<file path="config.mk">
export PLATFORM = sky130hd
export DESIGN_NAME = spi_cmd_sequencer
export DESIGN_NICKNAME = d
export VERILOG_FILES = /design/src/rtl/spi_seq_pkg.sv /design/src/rtl/spi_seq_fifo.sv /design/src/rtl/spi_cmd_sequencer.sv
export SDC_FILE = /design/constraint.sdc
export NUM_CORES = 1
export LEC_CHECK = 0
export ABC_AREA = 1
export CAP_MARGIN = 15
export CORE_MARGIN = 2
export CORE_UTILIZATION = 45
export CTS_CLUSTER_SIZE = 20
export DETAILED_ROUTE_END_ITERATION = 8
export MAX_ROUTING_LAYER = met4
export PLACE_DENSITY_LB_ADDON = 0.1
export SYNTH_ARGS = -nofsm -noshare
export SYNTH_HDL_FRONTEND = slang
export SYNTH_SLANG_ARGS = --single-unit
</file>
<file path="constraint.sdc">
create_clock -name clk25 -period 9 [get_ports clk25]
set_input_delay 1.35 -clock clk25 [delete_from_list [all_inputs] [get_ports clk25]]
set_output_delay 1.35 -clock clk25 [all_outputs]
set_load 0.01 [all_outputs]
</file>
<file path="src/rtl/spi_seq_pkg.sv">
// spi_seq_pkg: shared state encoding, packet layout and default guard gaps for the SPI command sequencer
package spi_seq_pkg;
  typedef enum logic {IDLE, WAIT} state_t;
  localparam int PKT_W = 24;
  localparam int CMD_HI = 23, CMD_LO = 20;
  localparam int ADDR_HI = 19, ADDR_LO = 16;
  localparam int VALUE_HI = 15, VALUE_LO = 0;
  localparam int CFG_W = 12;
  localparam int DEF_DAC_GAP = 28;
  localparam int DEF_SR_GAP = 20;
endpackage

</file>
<file path="src/rtl/spi_seq_fifo.sv">
// spi_seq_fifo: synchronous FIFO with wrap-around pointers, occupancy level and dropped-write flag
module spi_seq_fifo #(
  parameter int DEPTH = 8,
  parameter int W = 24
) (
  input  logic                     clk25,
  input  logic                     reset,
  input  logic                     wr_en,
  input  logic [W-1:0]             wr_data,
  input  logic                     rd_en,
  output logic [W-1:0]             rd_data,
  output logic [$clog2(DEPTH):0]   level,
  output logic                     full,
  output logic                     empty,
  output logic                     drop
);
  localparam int AW = $clog2(DEPTH);
  logic [W-1:0] mem_q [DEPTH];
  logic [AW-1:0] wptr_q, rptr_q;
  logic push;
  assign full = level == (AW+1)'(DEPTH);
  assign empty = level == '0;
  // a pop frees the slot in the same cycle, so a write to a full FIFO is kept then
  assign push = wr_en && (!full || rd_en);
  assign drop = wr_en && !push;
  assign rd_data = mem_q[rptr_q];
  always_ff @(posedge clk25)
    if (push) mem_q[wptr_q] <= wr_data;
  always_ff @(posedge clk25)
    if (reset) begin
      wptr_q <= '0;
      rptr_q <= '0;
      level <= '0;
    end else begin
      if (push) wptr_q <= wptr_q + 1'b1;
      if (rd_en) rptr_q <= rptr_q + 1'b1;
      level <= level + (AW+1)'(push) - (AW+1)'(rd_en);
    end
endmodule

</file>
<file path="src/rtl/spi_cmd_sequencer.sv">
// spi_cmd_sequencer: paces DAC sends and shift-register updates to the serializer; SPI_CMD_SEQ_DROP_CNT_EN adds drop_cnt
module spi_cmd_sequencer
  import spi_seq_pkg::*;
#(
  parameter int FIFO_DEPTH = 8,
  parameter int DAC_GAP = DEF_DAC_GAP,
  parameter int SR_GAP = DEF_SR_GAP
) (
  input  logic                          clk25,
  input  logic                          reset,
  input  logic                          wr_en,
  input  logic [23:0]                   wr_data,
  input  logic [1:0]                    led_en,
  input  logic [1:0]                    led_val,
  input  logic [3:0]                    cal_mux,
  input  logic [3:0]                    pga_cs,
  input  logic                          sr_kick,
  input  logic                          ovf_clr,
  output logic [23:0]                   dac_packet,
  output logic                          dac_send,
  output logic                          shiftreg_update,
  output logic [1:0]                    led_en_o,
  output logic [1:0]                    led_val_o,
  output logic [3:0]                    cal_mux_o,
  output logic [3:0]                    pga_cs_o,
  output logic [$clog2(FIFO_DEPTH):0]   fifo_level,
  output logic                          fifo_full,
  output logic                          busy,
  output logic                          overflow
`ifdef SPI_CMD_SEQ_DROP_CNT_EN
  ,output logic [7:0]                   drop_cnt
`endif
);
  localparam int GMAX = DAC_GAP > SR_GAP ? DAC_GAP : SR_GAP;
  localparam int CW = $clog2(GMAX);
  state_t state_q;
  logic [CW-1:0] gap_q;
  logic [CFG_W-1:0] cfg, snap_q;
  logic [PKT_W-1:0] head;
  logic sr_pend_q, sr_pend_d, last_dac_q, overflow_q, empty, drop, issue_dac, issue_sr;
  assign cfg = {led_en, led_val, cal_mux, pga_cs};
  assign {led_en_o, led_val_o, cal_mux_o, pga_cs_o} = snap_q;
  spi_seq_fifo #(.DEPTH(FIFO_DEPTH), .W(PKT_W)) u_fifo (
    .clk25(clk25), .reset(reset), .wr_en(wr_en), .wr_data(wr_data), .rd_en(issue_dac),
    .rd_data(head), .level(fifo_level), .full(fifo_full), .empty(empty), .drop(drop)
  );
  // when both are pending, last_dac hands the next slot to the shift register
  assign issue_sr = state_q == IDLE && sr_pend_q && (empty || last_dac_q);
  assign issue_dac = state_q == IDLE && !empty && !(sr_pend_q && last_dac_q);
  assign sr_pend_d = !issue_sr && (sr_pend_q || sr_kick || cfg != snap_q);
  assign busy = !empty || sr_pend_q || state_q != IDLE;
  assign overflow = overflow_q;
  always_ff @(posedge clk25)
    if (reset) begin
      state_q <= IDLE;
      gap_q <= '0;
      sr_pend_q <= 1'b1;
      last_dac_q <= 1'b0;
      snap_q <= '0;
      dac_packet <= '0;
      dac_send <= 1'b0;
      shiftreg_update <= 1'b0;
      overflow_q <= 1'b0;
    end else begin
      dac_send <= issue_dac;
      shiftreg_update <= issue_sr;
      sr_pend_q <= sr_pend_d;
      overflow_q <= drop || (overflow_q && !ovf_clr);
      if (issue_dac) begin
        dac_packet <= {head[CMD_HI:CMD_LO], head[ADDR_HI:ADDR_LO], head[VALUE_HI:VALUE_LO]};
        gap_q <= CW'(DAC_GAP - 1);
        last_dac_q <= 1'b1;
        state_q <= WAIT;
      end else if (issue_sr) begin
        snap_q <= cfg;
        gap_q <= CW'(SR_GAP - 1);
        last_dac_q <= 1'b0;
        state_q <= WAIT;
      end else if (state_q == WAIT) begin
        gap_q <= gap_q - 1'b1;
        state_q <= gap_q == CW'(1) ? IDLE : WAIT;
      end
    end
`ifdef SPI_CMD_SEQ_DROP_CNT_EN
  always_ff @(posedge clk25)
    if (reset) drop_cnt <= '0;
    else if (drop) drop_cnt <= drop_cnt == 8'hff ? drop_cnt : drop_cnt + 1'b1;
    else if (ovf_clr) drop_cnt <= '0;
`endif
endmodule

</file>
# Word level (Yosys, flattened, before mapping)
# Memories as Yosys holds them, arrays and structs flattened. A register that Yosys moved wholly into a read port is not among the register bits.
# Cells that the tools add are included.
[word_totals]
romBits = 0
reg_bits = 33
latch_bits = 0
n_memories = 1
ramBits = 192
word_cells = 61
[op_classes]
muxes = 11
n_eq_ne = 3
multipliers = 0
n_reduce_logical = 27
shifts = 0
n_div = 0
n_addsub = 5
magnitude_cmp = 0
n_bitwise = 2
[memory_table]
columns = ["name", "words", "width", "rd", "rd_clocked_by_memory_dff", "wr", "line", "source"]
rows = [
  ["u_fifo.mem_q", 8, 24, 1, 1, 1, "spi_seq_fifo.sv:18", "logic [W-1:0] mem_q [DEPTH];"],
]
[ops]
columns = ["op", "count"]
rows = [
  ["$mux 5", 3],
  ["$ne 12x12->1", 1],
  ["$logic_and 1x1->1", 9],
  ["$mux 1", 8],
  ["$logic_or 1x1->1", 7],
  ["$add 3x1->3 const B", 2],
  ["$logic_not 1->1", 6],
  ["$eq 5x1->1 const B", 1],
  ["$sub 5x1->5 const B", 1],
  ["$add 4x1->4", 1],
  ["$eq 4x4->1 const B", 1],
  ["$logic_not 4->1", 1],
  ["$sub 4x1->4", 1],
  ["$reduce_bool 3->1", 1],
  ["$reduce_or 3->1", 1],
  ["$not 1->1", 2],
  ["$reduce_and 2->1", 1],
  ["$reduce_bool 2->1", 1],
]

# Depth between registers and ports, before layout
# Gate-level depths: netlist (run 1).
[depth]
word_depth = 9
ltp_mapped = 13
mapped_depth_nobuf = 13

# Cells and area by module
# A second synthesis (run 1) with hierarchy kept.
[unflattened]
hier_cells = 1165
hier_area_um2 = 10882.9
[modules_own_cells]
columns = ["module", "area_each_um2", "n_inst", "cells_per_inst"]
rows = [
  ["spi_seq_fifo", 8902.3, 1, 896],
  ["spi_cmd_sequencer", 1980.6, 1, 269],
]

# Worst setup path before layout (run 1)
# No wires, ideal clock.
[synth_timing]
kind = "input port to flip-flop"
from = "in wr_en"
to = "mem u_fifo.mem_q[4][0] (enable)"
arrival_time_ps = 3106
slack_ps = 5459
stages = 2
path_cell_list = "nand2_2 -> nor3_1"
[synth_via]
elab_chain_cells = 3
[synth_rtl]
columns = ["item", "line", "source"]
rows = [
  ["start: declaration", "spi_cmd_sequencer.sv:11", "input logic wr_en,"],
  ["$logic_and 1x1->1", "spi_seq_fifo.sv:24", "assign push = wr_en && (!full || rd_en);"],
  ["$mux 1", "spi_seq_fifo.sv:28", "if (push) mem_q[wptr_q] <= wr_data;"],
  ["$mux 1 (not written as such)", "spi_seq_fifo.sv:28", ""],
  ["end: declaration", "spi_seq_fifo.sv:18", ""],
]
# Every way passes these cells.

# Worst setup path after layout (run 1)
[layout_timing]
from = "reg u_fifo.level[2]"
to = "out busy"
[layout_via]
elab_chain_cells = 4
[layout_rtl]
columns = ["item", "line", "source"]
rows = [
  ["start: declaration", "spi_seq_fifo.sv:12", "output logic [$clog2(DEPTH):0] level,"],
  ["start signal: assignment", "spi_seq_fifo.sv:37", "level <= level + (AW+1)'(push) - (AW+1)'(rd_en);"],
  ["$logic_not 4->1", "spi_seq_fifo.sv:22", "assign empty = level == '0;"],
  ["$logic_not 1->1", "spi_cmd_sequencer.sv:51", "assign busy = !empty || sr_pend_q || state_q != IDLE;"],
  ["$logic_or 1x1->1 (2 in a row)", "spi_cmd_sequencer.sv:51", ""],
  ["end: declaration", "spi_cmd_sequencer.sv:28", "output logic busy,"],
]
# Every way passes these cells.

==> results of run 1 <==
[state kept, by name, summed over array words and instances, names as in the netlist, 3 cells and up]
signal,flops
u_fifo.mem_q,192
dac_packet,24
snap_q,12
gap_q,5
u_fifo.level,4
u_fifo.rptr_q,3
u_fifo.wptr_q,3
[synthesized netlist by cell type (2+ instances only)]
| cell type | count |
|---|---|
| inv_1 | 42 |
| nor2_8 | 2 |
| o21ai_0 | 101 |
| o21ai_1 | 13 |
| nand3_1 | 81 |
| ha_1 | 10 |
| edfxtp_1 | 192 |
| buf_1 | 5 |
| buf_2 | 15 |
| nor2_1 | 219 |
| nand4_1 | 2 |
| inv_2 | 3 |
| nand2_1 | 113 |
| clkbuf_1 | 12 |
| nand2_2 | 3 |
| nor3_1 | 4 |
| xor2_1 | 3 |
| a21oi_1 | 8 |
| buf_4 | 5 |
| buf_6 | 6 |
| dfxtp_1 | 57 |
[how the worst max path moves through the flow]
| stage | from | end | slack [ns] | cells after the start |
|---|---|---|---|---|
| after floorplan | wr_en | u_fifo.mem_q[4][0] | 5.46 | 2 |
| after global placement | wr_en | u_fifo.mem_q[1][7] | 5.84 | 4 |
| after detailed placement | wr_en | u_fifo.mem_q[1][8] | 5.78 | 4 |
| after CTS | u_fifo.level[2] | busy | 5.67 | 4 |
| after global routing | u_fifo.level[2] | fifo_full | 5.63 | 4 |
| final | u_fifo.level[2] | busy | 5.70 | 4 |
[area by class of cell]
type	count	share of cell area [%]
timing repair buffer	98	8.00
inverter	47	1.51
tap	280	2.96
multi-input combinational	573	22.5
clock buffer	36	6.07
clock inverter	13	0.707
sequential	249	58.3
[power by group through the flow]
stage	clock network [mW]	registers (mW)	logic (mW)
after floorplan	0	1.47	0.525
after global routing	1.07	1.47	0.910
final	1.01	1.45	0.805
after global placement	0	1.47	0.812
after detailed placement	0	1.47	0.816
after CTS	1.02	1.45	0.820
[cells by family (layout without fill, tap and decap cells)]
logic type | Yosys count | count (layout) | synth area share (%)
compound gates | 126 | 126 | 6.43
xor+xnor | 4 | 4 | 0.352
fa+ha+maj | 11 | 11 | 1.46
buf+inv | 90 | 194 | 4.24
flops | 249 | 249 | 69.3
simple gates | 432 | 432 | 18.2
[routing by layer]
layer  global-route usage, %  part of all wire (%)  vias to the layer above
li1                        -                     -                     3275
met1                    24.8                    46                     3051
met2                    31.5                    49                      116
met3                    2.62                   3.5                       33
met4                    3.92                   1.6                        0
met5                       -                     0                        -
[critical path: stages (launching register included)]
cell and delay [ns]:
dfxtp_1 0.38, inv_1 0.10, ha_1 0.24, nand4_1 0.16
clkdlybuf4s50_1 0.57
==> results.md, run 1 <==
- Outcome: finished, final reports clean
- Post-route cell area: around 12,000 um2
- Total GRT Usage: 18.8%
- CTS H-tree lvls: 1
- Die Width: 153 um
- Final worst path period share: 36.7%
- Vias in the first global route: between 6,000 and 7,000
- Count of buffers from port buffering: 85
- Clk pwr share: 30.9%
- Register area share after synthesis: between 60% and 70%
- Main synth FF type: edfxtp_1
- Gpl congestion: 0.769
- Area leader, netlist: edfxtp_1
- Later-pin clock latency in the skew report: 0.52 ns
- Leading post-synthesis cells by cell area: edfxtp_1 58%, dfxtp_1 11%, nor2_1 8.2%
- Via-to-Cell Ratio: between 4 and 5
- Final ANT Viol Nets: 0
- Storage element area: ~7000 um2
- Core Util, Final: between 50% and 60%
- TritonCTS Buffers: 27
- Share of cells above drive strength 1: 7.09%
- Site Rows: 54
- Critical path peak fanout: 3
- Worst VDD drop: 0.161 mV
- Layout Nets: 1,048
- Total power: 3.26 mW
- Inst Count DP: ~1,200
- CTS sink cnt: roughly 250
- Final min period: 3.30 ns
- Via count: 6,475
- Core footprint: 21,800 um2
- Die Y: 153 um
- Synth async-reset ratio: 0%
- Synthesis Warnings: 0
- Max Slew Vio Count: 0
- Reg2reg start: u_fifo.level[2]
- Clock-pin slew on the worst setup and hold paths: 0.06 ns
- Final Hold Viols: 0
- Residual DRC: 0
- Mapped cell area: about 10000 um2
- Pwr Density: 275 nW/um2
- FF-to-FF setup slack: 6.66 ns
- DRT iter0 DRCs: 396
- Internal power: 2.26 mW
- HPWL after DPL: approximately 11,000 um
- Flops & latches, synth: 249
- Worst R2R Path Depth: 12
- Post-Syn Nets: 964
- Pre-CTS setup slack: 5.78 ns
- Final setup fails: 0
- GRT overflow: 0
- Commonest cells after routing, fill and taps aside: 215 x nor2_1, 192 x edfxtp_1, 113 x nand2_1
- Worst setup margin: 5.70 ns
- I/O pins: 86
- Slew @ Worst Pin: 1.03 ns
- Pre-antenna DRT Iters: 4
- Peak Freq: 303 MHz
- Net Sw Frac: 30.7%
- Synth top area share: 57.9%
- Diode count: 0
- First-pass GRT wire length: roughly 34,000 um
- Leakage: between 4 and 5 nW
- NetSw: 1.00 mW
- WHS Endpoint: dac_packet[0]
- Clock Skew: 0.0206 ns
- Mean routed wirelength per cell: approximately 17 um
- Placed Area: 11,100 um2
- TNS Setup: 0 ns
- Final Non-Filler Cells: 1,296
- Cts repair resizes: 0
- Antenna violations before repair: 0
- Worst min path class: register to register
- Setup CP Type: register to output pin
- Average size of a mapped cell: 10.9 um2
- Maxcap violations: 0
- Worst Min Path Start: dac_packet[0]
- Post-CTS Setup Inserts: 0
- Most common cell after layout, fill and taps aside: nor2_1
- Slew HR: 31.4%
- Post-synthesis cell type count: 37
- Layout fillers: 1,898
- Initial Utilization: 45.8%
- CTS tree: yes
- Reg2Reg Capture Point: u_fifo.level[2]
- Number of flops mapped to enable cells by yosys: between 150 and 200
- Area grow syn2layout: 19.0%
- Reg power frac: 44.5%
- Die Footprint: 23,300 um2
- Critical Path Sink Type: output pin
- Bufs on Longest Clock Path: 3
- Multi-input logic area: 2670 um2
- CP Launch Type: register
- Final WL: approximately 21,000 um
- WHS Path Cells: 2
- Root Buffer: clkbuf_16
- Comb power frac: between 20% and 30%
- RSZ-0062 raised after global routing: false
- WHS: approximately 0.45 ns
- Post-CTS Hold Buffers: 0
- WP data required: about 7.7 ns
- Mapped Cells: roughly 910
- Arrival @ worst endpoint: between 1.5 and 2 ns
- Largest net degree at the start of global routing: 99
No activity file was read; power rests on OpenSTA's default activity.
==> run 2, diff against run 1 <==
- clock period: 9 -> 2.7 ns (I/O delays scaled with it)
==> run 2 against run 1 <==
Net effect: die area is the same; sequential share of layout area shrank 0.62 points; core utilization rose by 0.59 points; via count is 1.0% higher; register-to-register slack worse by 6.1 ns; sequential cell count unchanged; final cell count grew 0.54%; sequential power increased to 3.3 times the previous value; power grew to 3.4 times the previous value; global-route usage about the same; worst hold slack barely moved; critical path depth unchanged; critical endpoint is now fifo_full.
==> results.md, run 2 (synthesized netlist as in run 1, its figures left out) <==
- RSZ-0062 raised after global routing: false
- Largest register FFs: 192 (unchanged)
- Setup CP Type: register to output pin
- Arrival @ worst endpoint: 1.92 ns (-0.03 ns)
- Count of buffers from port buffering: 85 (unchanged)
- Initial Utilization: 45.8% (unchanged)
- Critical Path Slowest Stage Cell: clkdlybuf4s50_1
- Vias in the first global route: 6,354 (+2.7%)
- Pre-antenna DRT Iters: 5 (+1)
- Outcome: finished, final reports clean
- Slew HR: 41.1% (+9.7 points)
- Final ANT Viol Nets: 0 (unchanged)
- DRT iter0 DRCs: 366 (-7.6%)
- Critical path peak fanout: 3 (unchanged)
- Die Y: 153 um (unchanged)
- Bufs on Longest Clock Path: 3 (unchanged)
- WP data required: 2.30 ns (-5.35 ns)
- Core footprint: 21,800 um2 (unchanged)
- First-pass GRT wire length: 33,800 um (-0.10%)
- Clock Skew: 0.0159 ns (-0.00470 ns)
- Final Hold Viols: 0 (unchanged)
- Area grow syn2layout: 20.3%
- Root Buffer: clkbuf_16
- Residual DRC: 0 (unchanged)
- CP Cell Sequence: inv_1 > ha_1 > nor3b_2 > clkdlybuf4s50_1
- Slew @ Worst Pin: 0.883 ns (-0.144 ns)
- Post-CTS Hold Buffers: 0 (unchanged)
- Gpl congestion: 0.793 (+3.0%)
- CP delay by family, top: buffers and inverters
- Antenna violations before repair: 0 (unchanged)
- Commonest cells after routing, fill and taps aside: 215 x nor2_1, 192 x edfxtp_1, 113 x nand2_1
- Worst min path class: register to register
- Post-CTS Setup Inserts: 0 (unchanged)
- TritonCTS Buffers: 27 (unchanged)
- Most flop-heavy register: u_fifo.mem_q
- Final setup fails: 0 (unchanged)
- I/O pins: 86 (unchanged)
- Clock-pin slew on the worst setup and hold paths: 0.06 ns (about the same)
- Layout fillers: 1,919 (+1.1%)
- Final min period: approximately 2.3 ns
- Largest net degree at the start of global routing: 99 (unchanged)
- CP Launch Type: register
- CTS sink cnt: 249 (unchanged)
- Pwr Density: 926 nW/um2 (+240%)
- Core Util, Final: 55.1% (+0.59 points)
- Peak Freq: 430 MHz
- GRT overflow: 0 (unchanged)
- Mean routed wirelength per cell: 16.4 um (-0.91%)
- Die Footprint: 23,300 um2 (unchanged)
- Cts repair resizes: 0 (unchanged)
- Critical Path Sink Type: output pin
- Layout Nets: 1,054 (+0.57%)
- Total power: 11.1 mW (+240%)
- Worst VDD drop: 0.495 mV (+210%)
- Leakage: 4.40 nW (+1.6%)
- CTS tree: yes
- Inst Count DP: 1,253 (+0.48%)
- HPWL after DPL: 11,800 um (+4.0%)
- Maxcap violations: 0 (unchanged)
- Via count: 6,542 (+1.0%)
- Final worst path period share: 86.2%
- Site Rows: 54 (unchanged)
- Via-to-Cell Ratio: 5.02 (+0.49%)
- Die Width: 153 um (unchanged)
- Final Non-Filler Cells: 1,303 (+0.54%)
- Later-pin clock latency in the skew report: 0.53 ns (about the same)
- Placed Area: 11,100 um2 (+0.63%)
- Final WL: 21,400 um (-0.37%)
- Total GRT Usage: 18.8% (about the same)
- Bufs and invs on worst path: 2 (unchanged)
- Post-route cell area: 12,000 um2 (+1.1%)
- Share of cells above drive strength 1: 8.31% (+1.2 points)
- Diode count: 0 (unchanged)
- Most common cell after layout, fill and taps aside: nor2_1
- Top flop regs: u_fifo.mem_q x192, dac_packet x24, snap_q x12
- Max Slew Vio Count: 0 (unchanged)
- CP peak stage delay: 0.59 ns (+0.02 ns)
- CTS H-tree lvls: 1 (unchanged)
## run 2: cell types whose count changed in the layout (fill, tap and decap cells not counted)
cell / change
buf_12: +2
buf_4: +4
bufinv_16: +1
clkbuf_1: -3
clkbuf_8: +2
clkinv_1: -3
clkinv_2: +3
clkinvlp_4: +1
## run 2: area by class of cell
type                            count  area (um2)  area share [%]
Clock buffer                       35         736            6.14
Timing Repair Buffer              104        1020            8.50
Clock inverter                     15         125            1.04
Sequential cell                   249        6910            57.7
Tap cell                          280         350            2.92
Multi-Input combinational cell    573        2670            22.2
Inverter                           47         179            1.49
## run 2: power breakdown
part	internal [mW]	leakage, nW	switching, mW
Sequential	4.55	2.21	0.201
Combinational	1.07	1.76	1.72
Clock	2.10	0.424	1.45
Total	7.73	4.40	3.36
## run 2: worst register-to-register path: cells and delay by family (launching register included)
kind          cells  cell delay (ns)
simple gates      3             0.26
buf+inv           4             0.33
flops             1             0.32
xor+xnor          1             0.14
fa+ha+maj         4             1.00
## run 2: worst paths after layout
path / from / to / cells after the start / slack [ns]
setup / recovery: u_fifo.level[2] / fifo_full / 4 / 0.37
hold / removal: dac_packet[17] / dac_packet[17] / 2 / 0.45
setup reg to reg: u_fifo.level[2] / u_fifo.level[2] / 12 / 0.54
hold reg to reg: dac_packet[17] / dac_packet[17] / 2 / 0.45
## run 2: metrics by stage
stage,setup WS (ns),setup TNS (ns),hold WS [ns]
finish,0.373,0,0.449
global route,0.258,0,0.463
floorplan,-0.449,-43.07,0.464
global placement,0.533,0,0.438
CTS,0.347,0,0.452
detailed placement,0.475,0,0.440
## run 2: routing by layer
layer  global-route usage, %  up-vias  part of all wire, %
li1                        -     3285                    -
met1                    23.8     3098                   44
met2                    32.2      136                   50
met3                    2.82       23                  4.5
met4                    4.45        0                  1.5
met5                       -        -                    0
==> run 3, diff against run 2 <==
- CORE_MARGIN: 2 -> unset
- CTS_CLUSTER_DIAMETER: unset -> 200
- REMOVE_ABC_BUFFERS: unset -> 1
==> run 3 against run 2 <==
Net effect: critical path depth did not move; largest power group unchanged; core utilization is 1.8 points lower; first-iteration DRC count grew 17%; via count fell by 0.58%; setup slack better by 0.040 ns; clock power decreased by 32%.
==> results.md, run 3 (synthesized netlist as in run 1, its figures left out) <==
- Outcome: finished, final reports clean
- CP Launch Type: register
- Critical Path Sink Type: output pin
- Final worst path period share: 84.7% (-1.5 points)
- Maxcap violations: 0 (unchanged)
- Clock Skew: 0.0160 ns (+0.000154 ns)
- Internal power: 6.80 mW (-12%)
- Count of buffers from port buffering: 85 (unchanged)
- Largest register FFs: 192 (unchanged)
- Top flop regs: u_fifo.mem_q x192, dac_packet x24, snap_q x12
- Total power: 9.97 mW (-10%)
- Storage element area: 6910 um2 (unchanged)
- CTS H-tree lvls: 1 (unchanged)
- Largest net degree at the start of global routing: 99 (unchanged)
- Cts repair resizes: 0 (unchanged)
- Post-CTS Hold Buffers: 0 (unchanged)
- Share of cells above drive strength 1: 5.92% (-2.4 points)
- Layout Nets: 1,039 (-1.4%)
- WHS Path Cells: 2 (unchanged)
- Diode count: 0 (unchanged)
- TritonCTS Buffers: 16 (-41%)
- Final Hold Viols: 0 (unchanged)
- Final ANT Viol Nets: 0 (unchanged)
- Later-pin clock latency in the skew report: 0.48 ns (-0.05 ns)
- Gpl congestion: 0.816 (+3.0%)
- Slew @ Worst Pin: 0.900 ns (+0.0169 ns)
- Peak Freq: 437 MHz (+1.7%)
- Slew HR: 40.0% (-1.1 points)
- Pre-CTS setup slack: 0.524 ns (+0.0492 ns)
- Layout fillers: 1,911 (-0.42%)
- Worst VDD drop: 0.618 mV (+25%)
- Comb power frac: 28.2% (+3.1 points)
- Vias in the first global route: 6,238 (-1.8%)
- GRT overflow: 0 (unchanged)
- Pre-antenna DRT Iters: 5 (unchanged)
- RSZ-0062 raised after global routing: false
- Most common cell after layout, fill and taps aside: nor2_1
- Mean routed wirelength per cell: 16.5 um (+0.77%)
- Residual DRC: 0 (unchanged)
- Most flop-heavy register: u_fifo.mem_q
- Core footprint: 21,800 um2 (unchanged)
- WP data required: 2.30 ns (about the same)
- Root Buffer: clkbuf_16
- Initial Utilization: 45.8% (unchanged)
- Pwr Density: 860 nW/um2 (-7.1%)
- Area grow syn2layout: 16.4%
- CTS sink cnt: 249 (unchanged)
- Net Sw Frac: 31.8% (+1.4 points)
- Final Non-Filler Cells: 1,277 (-2.0%)
- Post-route cell area: 11,600 um2 (-3.2%)
- First-pass GRT wire length: 33,400 um (-1.1%)
- Antenna violations before repair: 0 (unchanged)
- Final setup fails: 0 (unchanged)
- HPWL after DPL: 11,300 um (-4.5%)
- I/O pins: 86 (unchanged)
- Arrival @ worst endpoint: 1.88 ns (-0.04 ns)
- Post-CTS Setup Inserts: 0 (unchanged)
- Final min period: 2.29 ns (-0.0397 ns)
- Die Width: 151 um (-1.3%)
- Bufs on Longest Clock Path: 3 (unchanged)
- Worst setup margin: 0.412 ns (+0.0397 ns)
- Die Y: 151 um (-1.3%)
- Site Rows: 54 (unchanged)
- Via count: 6,504 (-0.58%)
- Max Slew Vio Count: 0 (unchanged)
- WHS: 0.451 ns (+0.00250 ns)
- Placed Area: 11,100 um2 (about the same)
- Clk pwr share: 24.2% (-7.8 points)
- Die Footprint: 22,700 um2 (-2.6%)
- Reg power frac: 47.7% (+4.8 points)
- Core Util, Final: 53.3% (-1.8 points)
- TNS Setup: 0 ns (unchanged)
- Clock-pin slew on the worst setup and hold paths: 0.08 ns (+0.02 ns)
- Commonest cells after routing, fill and taps aside: 215 x nor2_1, 192 x edfxtp_1, 113 x nand2_1
- Critical path peak fanout: 3 (unchanged)
- Multi-input logic area: 2670 um2 (unchanged)
- NetSw: 3.17 mW (-5.8%)
- Worst R2R Path Depth: 12 (unchanged)
- Inst Count DP: 1,249 (-0.32%)
- Worst min path class: register to register
- CTS tree: yes
- Setup CP Type: register to output pin
- Leakage: 4.19 nW (-4.8%)
- Via-to-Cell Ratio: 5.09 (+1.4%)
- Total GRT Usage: 19.7% (+0.87 points)
- Final WL: 21,100 um (-1.2%)
- DRT iter0 DRCs: 427 (+17%)
## run 3: changes by cell type in the layout (fill, tap and decap cells not counted)
cell	change
inv_6	-1
clkbuf_8	-3
clkinv_8	+1
buf_4	-6
buf_12	+2
bufinv_16	-2
clkbuf_16	-10
clkbuf_1	+5
clkinvlp_4	-1
clkinv_2	-6
clkinv_1	-5
## run 3: worst paths after layout
kind	slack [ns]	start	endpoint
setup reg to reg	0.54	u_fifo.level[2]	u_fifo.level[2]
hold reg to reg	0.45	dac_packet[13]	dac_packet[13]
hold / removal	0.45	dac_packet[13]	dac_packet[13]
setup / recovery	0.41	u_fifo.level[2]	fifo_full
## run 3: cell type report
type | count | area share [%]
clock buffers | 27 | 3.99
clock inverters | 1 | 0.140
inverters | 47 | 1.54
multi-input cells | 573 | 23.0
flip-flops and latches | 249 | 59.6
well taps | 280 | 3.02
repair buffers | 100 | 8.74
## run 3: worst max-delay path, stage by stage (launching register included)
cell and delay, ns:
dfxtp_1 0.31, inv_1 0.09, ha_1 0.14, nor3b_2 0.25, clkdlybuf4s50_1 0.61
## run 3: power groups by stage
| stage | Clock [mW] | Combinational, mW | Sequential, mW |
|---|---|---|---|
| after floorplan | 0 | 1.42 | 5.06 |
| after global placement | 0 | 2.82 | 4.83 |
| after detailed placement | 0 | 2.84 | 4.84 |
| after CTS | 2.48 | 2.86 | 4.76 |
| after global routing | 2.61 | 3.19 | 4.81 |
| final | 2.41 | 2.81 | 4.75 |
## run 3: metal layers
| layer | track usage (%) | vias to the layer above | share of wire, % | routed length (um) |
|---|---|---|---|---|
| li1 | - | 3252 | - | - |
| met1 | 26.4 | 3104 | 47 | 10000 |
| met2 | 31.8 | 128 | 47 | 9960 |
| met3 | 3.01 | 20 | 4.2 | 887 |
| met4 | 4.15 | 0 | 1.3 | 273 |
| met5 | - | - | 0 | 0 |
